**config.mk**
```make
export PLATFORM = sky130hd
export DESIGN_NAME = result_twos_to_bcd
export DESIGN_NICKNAME = d
export VERILOG_FILES = /design/src/rtl/calc_pkg.sv /design/src/rtl/result_twos_to_bcd_bcd_digit_adjust.sv /design/src/rtl/result_twos_to_bcd.sv
export SDC_FILE = /design/constraint.sdc
export NUM_CORES = 1
export LEC_CHECK = 0
export ABC_AREA = 1
export CAP_MARGIN = 10
export CORE_MARGIN = 5
export CORE_UTILIZATION = 40
export DETAILED_ROUTE_END_ITERATION = 6
export MAX_ROUTING_LAYER = met4
export PLACE_DENSITY_LB_ADDON = 0.3
export RECOVER_POWER = 100
export SYNTH_ARGS = -nofsm -noshare
export SYNTH_HDL_FRONTEND = slang
export SYNTH_HIERARCHICAL = 1
export SYNTH_SLANG_ARGS = --single-unit
```
**constraint.sdc**
```tcl
create_clock -name clk -period 1.24 [get_ports clk]
set_input_delay 0.248 -clock clk [delete_from_list [all_inputs] [get_ports clk]]
set_output_delay 0.248 -clock clk [all_outputs]
set_load 0.1 [all_outputs]
```
**src/rtl/calc_pkg.sv**
```systemverilog
// calc_pkg: shared FSM states and BCD conversion constants
package calc_pkg;
    typedef enum logic [1:0] {IDLE, NEGATE, CONVERT, DONE} state_t;
    localparam int BCD_W = 4;
    localparam logic [BCD_W-1:0] BCD_ADJ_THRESHOLD = 4'd5;
    localparam logic [BCD_W-1:0] BCD_ADJ_VALUE = 4'd3;
    function automatic int cnt_width(input int w);
        return $clog2(w);
    endfunction
endpackage

```
**src/rtl/result_twos_to_bcd_bcd_digit_adjust.sv**
```systemverilog
// bcd_digit_adjust: add 3 to a BCD nibble that is 5 or more before the next shift
module bcd_digit_adjust
    import calc_pkg::*;
(
    input  logic [BCD_W-1:0] digit_in,
    output logic [BCD_W-1:0] digit_out
);
    assign digit_out = (digit_in >= BCD_ADJ_THRESHOLD) ? digit_in + BCD_ADJ_VALUE : digit_in;
endmodule

```
**src/rtl/result_twos_to_bcd.sv**
```systemverilog
// result_twos_to_bcd: bit-serial two's-complement to sign/magnitude, then double-dabble to 3 BCD digits
module result_twos_to_bcd
    import calc_pkg::*;
#(
    parameter int WIDTH = 8
) (
    input  logic             clk,
    input  logic             rst,
    input  logic             start,
    input  logic [WIDTH-1:0] result_in,
    output logic             busy,
    output logic             done,
    output logic             sign,
    output logic [WIDTH-1:0] magnitude,
    output logic [BCD_W-1:0] bcd_hundreds,
    output logic [BCD_W-1:0] bcd_tens,
    output logic [BCD_W-1:0] bcd_units
);
    localparam int CW = cnt_width(WIDTH);
    localparam logic [CW-1:0] LAST = CW'(WIDTH - 1);

    state_t           state;
    logic [WIDTH-1:0] shift_r;
    logic [WIDTH-1:0] mag_r;
    logic             sign_r;
    logic             carry;
    logic [CW-1:0]    cnt;
    logic [BCD_W-1:0] h_r, t_r, u_r;
    logic [BCD_W-1:0] h_a, t_a, u_a;
    logic [BCD_W-1:0] nxt_h, nxt_t, nxt_u;
    logic             neg_bit;
    logic             neg_out;
    logic [WIDTH-1:0] nxt_mag;

    bcd_digit_adjust u_adj_h (.digit_in(h_r), .digit_out(h_a));
    bcd_digit_adjust u_adj_t (.digit_in(t_r), .digit_out(t_a));
    bcd_digit_adjust u_adj_u (.digit_in(u_r), .digit_out(u_a));

    assign busy = (state == NEGATE) || (state == CONVERT);
    assign done = (state == DONE);

    // Serial negate step (LSB first, shifted in from the top) and the next double-dabble shift
    always_comb begin
        neg_bit = sign_r ? ~shift_r[0] : shift_r[0];
        neg_out = neg_bit ^ carry;
        nxt_mag = {neg_out, mag_r[WIDTH-1:1]};
        nxt_h   = {h_a[BCD_W-2:0], t_a[BCD_W-1]};
        nxt_t   = {t_a[BCD_W-2:0], u_a[BCD_W-1]};
        nxt_u   = {u_a[BCD_W-2:0], shift_r[WIDTH-1]};
    end

    // Control FSM with datapath; shift_r holds the input while negating, then the magnitude while converting
    always_ff @(posedge clk or negedge rst) begin
        if (!rst) begin
            state        <= IDLE;
            shift_r      <= '0;
            mag_r        <= '0;
            sign_r       <= 1'b0;
            carry        <= 1'b0;
            cnt          <= '0;
            h_r          <= '0;
            t_r          <= '0;
            u_r          <= '0;
            sign         <= 1'b0;
            magnitude    <= '0;
            bcd_hundreds <= '0;
            bcd_tens     <= '0;
            bcd_units    <= '0;
        end else begin
            unique case (state)
                IDLE, DONE: begin
                    if (start) begin
                        shift_r <= result_in;
                        sign_r  <= result_in[WIDTH-1];
                        carry   <= result_in[WIDTH-1];
                        cnt     <= '0;
                        state   <= NEGATE;
                    end else begin
                        state <= IDLE;
                    end
                end
                NEGATE: begin
                    carry <= neg_bit & carry;
                    mag_r <= nxt_mag;
                    if (cnt == LAST) begin
                        shift_r <= nxt_mag;
                        h_r     <= '0;
                        t_r     <= '0;
                        u_r     <= '0;
                        cnt     <= '0;
                        state   <= CONVERT;
                    end else begin
                        shift_r <= shift_r >> 1;
                        cnt     <= cnt + 1'b1;
                    end
                end
                CONVERT: begin
                    h_r     <= nxt_h;
                    t_r     <= nxt_t;
                    u_r     <= nxt_u;
                    shift_r <= shift_r << 1;
                    cnt     <= cnt + 1'b1;
                    if (cnt == LAST) begin
                        sign         <= sign_r;
                        magnitude    <= mag_r;
                        bcd_hundreds <= nxt_h;
                        bcd_tens     <= nxt_t;
                        bcd_units    <= nxt_u;
                        state        <= DONE;
                    end
                end
                default: state <= IDLE;
            endcase
        end
    end
endmodule
```
Word-level counts from Yosys, hierarchy flattened
Index checks and enable logic that the tools add are counted.
- $add $sub $neg: 4
- magnitude comparators: 3
- equality and inequality tests: 7
- multiplexer cells: 20
- bitwise operators: 3
- reduce and logical (&&, ||, !) cells: 10
- operators with widths (kind ; count):
    $pmux W4 S2 ; 3
    $pmux W8 S3 ; 1
    $mux W8 ; 2
    $ge A4 B3 Y1 const B ; 3
    $mux W4 ; 3
    $reduce_and A2 Y1 ; 5
    $mux W3 ; 3
    $pmux W3 S3 ; 1
    $add A4 B2 Y4 const B ; 2
    $pmux W2 S3 ; 1
    $eq A2 B2 Y1 const B ; 2
    $mux W2 ; 2
    $ne A2 B1 Y1 const B ; 2
    $reduce_bool A2 Y1 ; 2
    $add A3 B1 Y3 const B ; 1
    $add A3 B2 Y3 const B ; 1
    $eq A3 B3 Y1 const B ; 1
    $mux W1 ; 3
    $eq A2 B1 Y1 const B ; 1
    $logic_not A2 Y1 ; 1
    $ne A2 B2 Y1 const B ; 1
    $pmux W1 S2 ; 1
    $reduce_or A2 Y1 ; 1
    $and A1 B1 Y1 ; 1
    3 further kinds ; 3
- register bits: 56
- input port bits: 11
- output and inout bits: 23
- word-level logic and storage cells: 61

Depth between registers and ports, before layout
Gate-level depths: netlist of run 1.
- depth after elaboration: 5
- mapped depth: 9
- gate-level depth less buffers: 9

Cells and area by module
Netlist of run 1, hierarchy kept.
- modules (own cells, without submodules) (module ; instances ; cells an instance ; area an instance (um^2) ; seq. area each (um^2)):
    result_twos_to_bcd ; 1 ; 304 ; 2570.0 ; 1401.3
    bcd_digit_adjust ; 3 ; 23 ; 135.1 ; 0.0

Least setup slack after synthesis of run 1
No wires, ideal clock.
- kind: register -> register
- from: reg state[0]
- to: reg shift_r[6]
- library setup time: 0.069 ns
- arrival time: 1.398 ns
- required time: 1.171 ns
- slack: -0.227 ns
- cell stages (with the launch flop): 10
- buffers on the path: 2
- period minus slack after synthesis: 1.467 ns
- cells stage by stage: dfrtp_1 -> inv_1 -> ha_1 -> buf_4 -> inv_4 -> buf_6 -> nand3_1 -> nand2_1 -> nand2_1 -> nand3_1
- longest elaborated chain between the ends: 3
- elaborated cells on any way between the ends: 7
- those cells by class: eq/ne: 4; mux: 1; reduce/logical: 2
- ends and longest elaborated chain (item ; line ; text):
    start: declaration ; result_twos_to_bcd.sv:22 ; state_t state;
    start signal: assignment ; result_twos_to_bcd.sv:55 ; state <= IDLE;
    start signal: assignment ; result_twos_to_bcd.sv:77 ; state <= NEGATE;
    start signal: assignment ; result_twos_to_bcd.sv:79 ; state <= IDLE;
    $eq A2 B2 Y1 / $logic_not A2 Y1 (equally long branches) ; result_twos_to_bcd.sv:70 ; unique case (state)
    $reduce_or A2 Y1 ; result_twos_to_bcd.sv:70 ;
    $pmux W8 S3 / $ne A2 B2 Y1 (equally long branches) ; - ;
    end signal: assignment ; result_twos_to_bcd.sv:73 ; shift_r <= result_in;
    end signal: assignment ; result_twos_to_bcd.sv:86 ; shift_r <= nxt_mag;
    end signal: assignment ; result_twos_to_bcd.sv:93 ; shift_r <= shift_r >> 1;
    end: declaration ; result_twos_to_bcd.sv:23 ; logic [WIDTH-1:0] shift_r;
Several ways; a longest one is shown, not always the timed one.
A chain may end at the register's enable or synchronous reset.

Final worst setup path of run 1
- from: reg state[0]
- to: reg t_r[3]
- longest elaborated chain between the ends: 3
- elaborated cells on any way between the ends: 6
- those cells by class: eq/ne: 3; mux: 1; reduce/logical: 2
- ends and longest elaborated chain (item ; line ; text):
    $eq A2 B1 Y1 / $eq A2 B2 Y1 (equally long branches) ; result_twos_to_bcd.sv:70 ;
    $ne A2 B1 Y1 (no line) / $reduce_bool A2 Y1 (equally long branches) ; - ;
    $reduce_and A2 Y1 (no line) ; - ;
    end signal: assignment ; result_twos_to_bcd.sv:99 ; t_r <= nxt_t;
    end: declaration ; result_twos_to_bcd.sv:28 ; logic [BCD_W-1:0] h_r, t_r, u_r;
Several ways; a longest one is shown, not always the timed one.

==> results.ini, run 1 <==
[finish]
nNetsFinal = 480
diodes = 0
fin_util = 0.658
num-fill-cells = 578
drive_gt1_frac = 0.473
final_cell_area_um2 = 4750
area.growth.synth_to_final_pct = 61.1
layout.cells.non_filler = 554

[cts]
clkSlewWorstSetupHoldPaths_ps = 100
cts_buffer_depth = 2
cts.htree.levels = 2
clock_latency_ps = 310
clkSinkCount = 56
cts-buffers-inserted = 5
cts-root-buf = clkbuf_8
cts_tree = done

[drt]
vias_per_cell = 5.14
drt-initial-drc-count = 108
first_pass_iters = 5
drt_wl_total_mm = 8.77
post-route-drc-count = 0
ant_nets = 0
wl_per_cell_um = 15.8
vias = 2847

[placed_design]
place_area_um2 = 3890
portBuffers = 33
routabilityCongestion = 0.903
hpwl_mm = 5.37
dpl.cell_count = 521
place_ws_ps = -268

[sta]
worst_pin_slew_ps = 364
fin_crit_sh = 1.24
fmax_ghz = 0.652
rsz0062_at_grt = true
finalWorstSetupSlack_ps = -294
tns_ps = -8190
final_max_slew_viol_count = 0
hold_viol = 0
period_needed_ps = 1530
setup_viol = 57
timing.hold.ws_ps = 367
clock_skew_ps = 6.17
slew_headroom = 0.758

[critical_path]
end_kind = flip-flop
crit_fanout = 8
critPathLaunchType = flip-flop
worstPathArrival_ps = 1790
required_ps = 1490
critPathKind = reg2reg

[synthesis]
avgSynthCellArea_um2 = 8.01
synth_area_um2 = 2950
syn_inst = 368
ys_warn_count = 6
syn_nets = 392

[power]
ir_drop_v = 0.00179
cellLeakagePower_nw = 2.18
pwr-share-clk = 0.113
seq_power_share = 0.259
p_int_mw = 5.73
power_frac_comb = 0.628
sw_frac_of_total = 0.452
total_power_mw = 10.4
switching_power_mw = 4.72
power_density_nw_per_um2 = 2200

[floorplan]
initial_core_util = 0.409
die_x_um = 95.9
pin_count = 34
die_area_um2 = 9190
coreArea_um2 = 7210
rows = 31
dieHeight_um = 95.9

[global_route]
grt_pass1_wl_mm = 13.4
antenna_found_initial = 0
grt_pass1_vias = 2764
grt_overflow_total = 0
grt_max_degree = 24
grt_usage = 0.192

[worst_hold_path]
hp-class = in2async

[outcome]
violations = negative setup slack
status = complete, but fails checks

[run]
drv_cap = 0

timing repair:
item                                   CTS  global route
cloned                                   3             4
endpoints found under the hold margin   13             0
setup endpoints to repair               52            53
pin swaps                               20            50
hold buffers                             1             0
gates resized for setup                 66           100
setup buffers                           12             7
path summary, 6_finish.rpt:
kind,start,to,slack (ps),cells after the start
max,state[0]$_DFFE_PN0P_,t_r[3]$_DFFE_PN0P_,-290,8
min,rst,bcd_tens[1]$_DFFE_PN0P_,370,2
max reg2reg,state[0]$_DFFE_PN0P_,t_r[3]$_DFFE_PN0P_,-290,8
min reg2reg,mag_r[1]$_DFFE_PN0P_,mag_r[0]$_DFFE_PN0P_,490,2
max in group asynchronous,rst,t_r[0]$_DFFE_PN0P_,160,3
min in group clk,mag_r[1]$_DFFE_PN0P_,mag_r[0]$_DFFE_PN0P_,490,2
area by class of cell:
class	instances	area [um^2]	area share
inverter	38	163	0.0342
sequential	56	1410	0.296
timing repair buffer	92	1090	0.229
multi-input combinational	263	1870	0.393
clock inverter	1	30.0	0.00632
tap	99	124	0.0261
clock buffer	5	68.8	0.0145
per-layer routing:
| layer | global-route usage | wire (um) |
|---|---|---|
| met1 | 0.235 | 3590 |
| met2 | 0.336 | 4670 |
| met4 | 0.0474 | 176 |
| met5 | - | 0 |
| met3 | 0.0242 | 339 |
cells in the final DEF, fill, tap and decap left out, types with 9 or more instances in the layout:
cell type / n
dfrtp_1: 52
inv_2: 14
buf_6: 19
o21ai_1: 15
nand2_1: 87
nand3_1: 32
nor2_1: 13
nand2_2: 32
nand2_4: 9
nand3_2: 13
clkdlybuf4s50_1: 9
buf_12: 18
inv_1: 21
buf_4: 37
o21ai_2: 17
ha_4: 11
state kept, by name, indices dropped and copies added (netlist names), 2 cells and up:
signal / cells
magnitude: 8
bcd_units: 4
u_r: 4
state: 2
t_r: 4
bcd_tens: 4
cnt: 3
h_r: 4
mag_r: 8
shift_r: 8
bcd_hundreds: 4
critical path, cell delays in order (launching register included):
cell,delay [ps]
dfrtp_1,420
buf_4,140
buf_4,130
ha_4,200
buf_6,140
nand2_8,120
clkbuf_16,170
nand3_1,70
nand2_1,80
power by group through the flow:
| stage | clock [mW] | combinational, mW | sequential [mW] |
|---|---|---|---|
| detailed placement | 0 | 4.58 | 2.66 |
| global route | 1.27 | 7.04 | 2.76 |
| global placement | 0 | 4.48 | 2.64 |
| finish | 1.17 | 6.56 | 2.71 |
| floorplan | 0 | 2.89 | 2.78 |
| CTS | 1.19 | 5.48 | 2.67 |
No activity file was read; power rests on OpenSTA's default activity.
==> inputs of run 2 (changes only) <==
==> constraint.sdc (replaced) <==
create_clock -name clk -period 1.6 [get_ports clk]
set_input_delay 0.32 -clock clk [delete_from_list [all_inputs] [get_ports clk]]
set_output_delay 0.32 -clock clk [all_outputs]
set_load 0.1 [all_outputs]
==> run 2 against run 1 <==
  * The flow now finishes without violations
  * Non-clock buffer count down 48
  * Via count down 14%
  * Wire length down 27%
  * Critical path type is now reg2out
  * Die area unchanged
  * Design area down 28%
  * Critical path depth down 5
  * Largest power group unchanged
  * Power down 45%
  * Clock-buffer cell count unchanged
  * Sequential share of layout area up 11 points
  * Core utilization down 18 points
  * Sequential power down 25%
==> results.ini, run 2 (synthesis results as in run 1) <==
[floorplan]
die_x_um = 95.9  ; unchanged
rows = 31  ; unchanged
pin_count = 34  ; unchanged
die_area_um2 = 9190  ; unchanged
initial_core_util = 0.409  ; unchanged
dieHeight_um = 95.9  ; unchanged
coreArea_um2 = 7210  ; unchanged

[finish]
nNetsFinal = 428  ; -11%
drive_gt1_frac = 0.188  ; -0.285
final_cell_area_um2 = 3430  ; -28%
top_regs = mag_r (8), magnitude (8), shift_r (8)
diodes = 0  ; unchanged
area.growth.synth_to_final_pct = 16.2
layout_common_cells = 125 x nand2_1, 56 x dfrtp_1, 46 x nand3_1
layout_commonest_cell = nand2_1

[sta]
clock_skew_ps = 3.74  ; -2.43 ps
period_needed_ps = 1570
hold_viol = 0  ; unchanged
finalWorstSetupSlack_ps = 28.4  ; +323 ps
fmax_ghz = 0.636
slew_headroom = 0.0941  ; -0.663
final_max_slew_viol_count = 0  ; unchanged
timing.hold.ws_ps = 393  ; +25.8 ps
worst_pin_slew_ps = 1360  ; +995 ps
fin_crit_sh = 0.982
setup_viol = 0  ; -100%
rsz0062_at_grt = true

[global_route]
grt_overflow_total = 0  ; unchanged
antenna_found_initial = 0  ; unchanged
grt_usage = 0.157  ; -0.0347
grt_max_degree = 57  ; +140%
grt_pass1_vias = 2397  ; -13%
grt_pass1_wl_mm = 11.0  ; -18%

[cts]
clkSinkCount = 56  ; unchanged
cts_tree = done
clkSlewWorstSetupHoldPaths_ps = 100  ; about the same
cts_hold_buf = 0  ; -1
clock_latency_ps = 310  ; about the same
cts-root-buf = clkbuf_8
cts_buffer_depth = 2  ; unchanged
cts-buffers-inserted = 5  ; unchanged
cts.htree.levels = 2  ; unchanged

[power]
total_power_mw = 5.78  ; -45%
power_density_nw_per_um2 = 1690  ; -23%
cellLeakagePower_nw = 1.76  ; -19%
ir_drop_v = 0.00122  ; -32%

[critical_path]
path_buf_inv = 2  ; -2
timing.critical_path.cells = ha_4, inv_4, buf_12
end_kind = output pin
rrSetupSlack_ps = 100  ; +390 ps
worstPathArrival_ps = 1250  ; -540 ps
critPathKind = reg2out
crit_fanout = 3  ; -5
regToRegEndpoint = state[0]$_DFFE_PN0P_
rr_startpoint = state[1]$_DFFE_PN0P_
cpMaxStageDelayCell = dfrtp_1
cp_top_family = flip-flops
worst-r2r-cell-count = 7  ; -1
required_ps = 1280  ; -210 ps
critPathLaunchType = flip-flop
critPathMaxStageDelay_ps = 440  ; +20 ps

[placed_design]
place_ws_ps = 81.3  ; +349 ps
place_area_um2 = 3610  ; -7.2%
hpwl_mm = 4.69  ; -13%
portBuffers = 33  ; unchanged
routabilityCongestion = 0.902  ; about the same

[drt]
drt-initial-drc-count = 97  ; -10%
first_pass_iters = 4  ; -1
ant_nets = 0  ; unchanged
drt_wl_total_mm = 6.40  ; -27%
vias_per_cell = 4.87  ; -5.3%
wl_per_cell_um = 12.7  ; -20%
post-route-drc-count = 0  ; unchanged
vias = 2453  ; -14%

[run]
drv_cap = 0  ; unchanged

[outcome]
status = finished clean

[worst_hold_path]
hp-class = in2async

run 2: cell count changes in the layout (fill, tap and decap cells not counted), moves of 14 or more:
cell / before / now
buf_12: 18 / 3
o21ai_0: 3 / 28
buf_2: 0 / 22
nand3_1: 32 / 46
buf_4: 37 / 8
nand2_1: 87 / 125
nand2_2: 32 / 5
o21ai_2: 17 / 3
buf_6: 19 / 1
run 2: per-layer routing:
metal,global-route usage,share of wire,vias to the layer above
met1,0.194,0.45,1146
li1,-,-,1240
met2,0.270,0.50,63
met3,0.0289,0.050,4
met5,-,0,-
met4,0.0320,0.0066,0
run 2: worst max path at each step:
stage                                     from                endpoint  slack, ps  cells past startpoint
after floorplan           state[0]$_DFFE_PN0P_                    busy        130                      5
after global placement                   start  shift_r[6]$_DFFE_PN0P_         80                      5
after detailed placement                 start  shift_r[6]$_DFFE_PN0P_         80                      5
after CTS                 state[0]$_DFFE_PN0P_                    done         20                      3
after global routing      state[0]$_DFFE_PN0P_                    done        -20                      3
final                     state[1]$_DFFE_PN0P_                    busy         30                      3
run 2: where the power goes:
part | total, mW | internal, mW | switching [mW] | leakage (nW)
Sequential | 2.03 | 1.76 | 0.270 | 0.739
Clock | 0.790 | 0.311 | 0.478 | 0.0404
Combinational | 2.95 | 0.966 | 1.99 | 0.983
run 2: through the flow:
step / std cells / TNS [ps] / util
floorplan: 368 / 0 / -
global placement: 493 / 0 / 0.501
detailed placement: 493 / 0 / 0.501
CTS: 503 / 0 / 0.517
global route: 504 / -36.1 / 0.475
finish: 504 / 0 / 0.475
run 2: worst reg2reg max path, cell delays in order, from the launching register on:
cell and delay [ps]:
dfrtp_1 440, inv_1 90, ha_1 300, inv_2 110, nand2_2 120, nand2_1 120
o21ai_1 120, o21ai_1 80
run 2: cell type report:
type | instances | area [um^2]
repair buffers | 44 | 337
flip-flops and latches | 56 | 1400
inverters | 38 | 145
clock buffers | 5 | 68.8
well taps | 99 | 124
clock inverters | 3 | 23.8
multi-input cells | 259 | 1330
fillers | 725 | 3790
run 2: timing repair:
item,in CTS,in global routing
endpoints found under the setup margin,1,18
cloned,0,0
buffers inserted,2,1
resized for setup,2,5
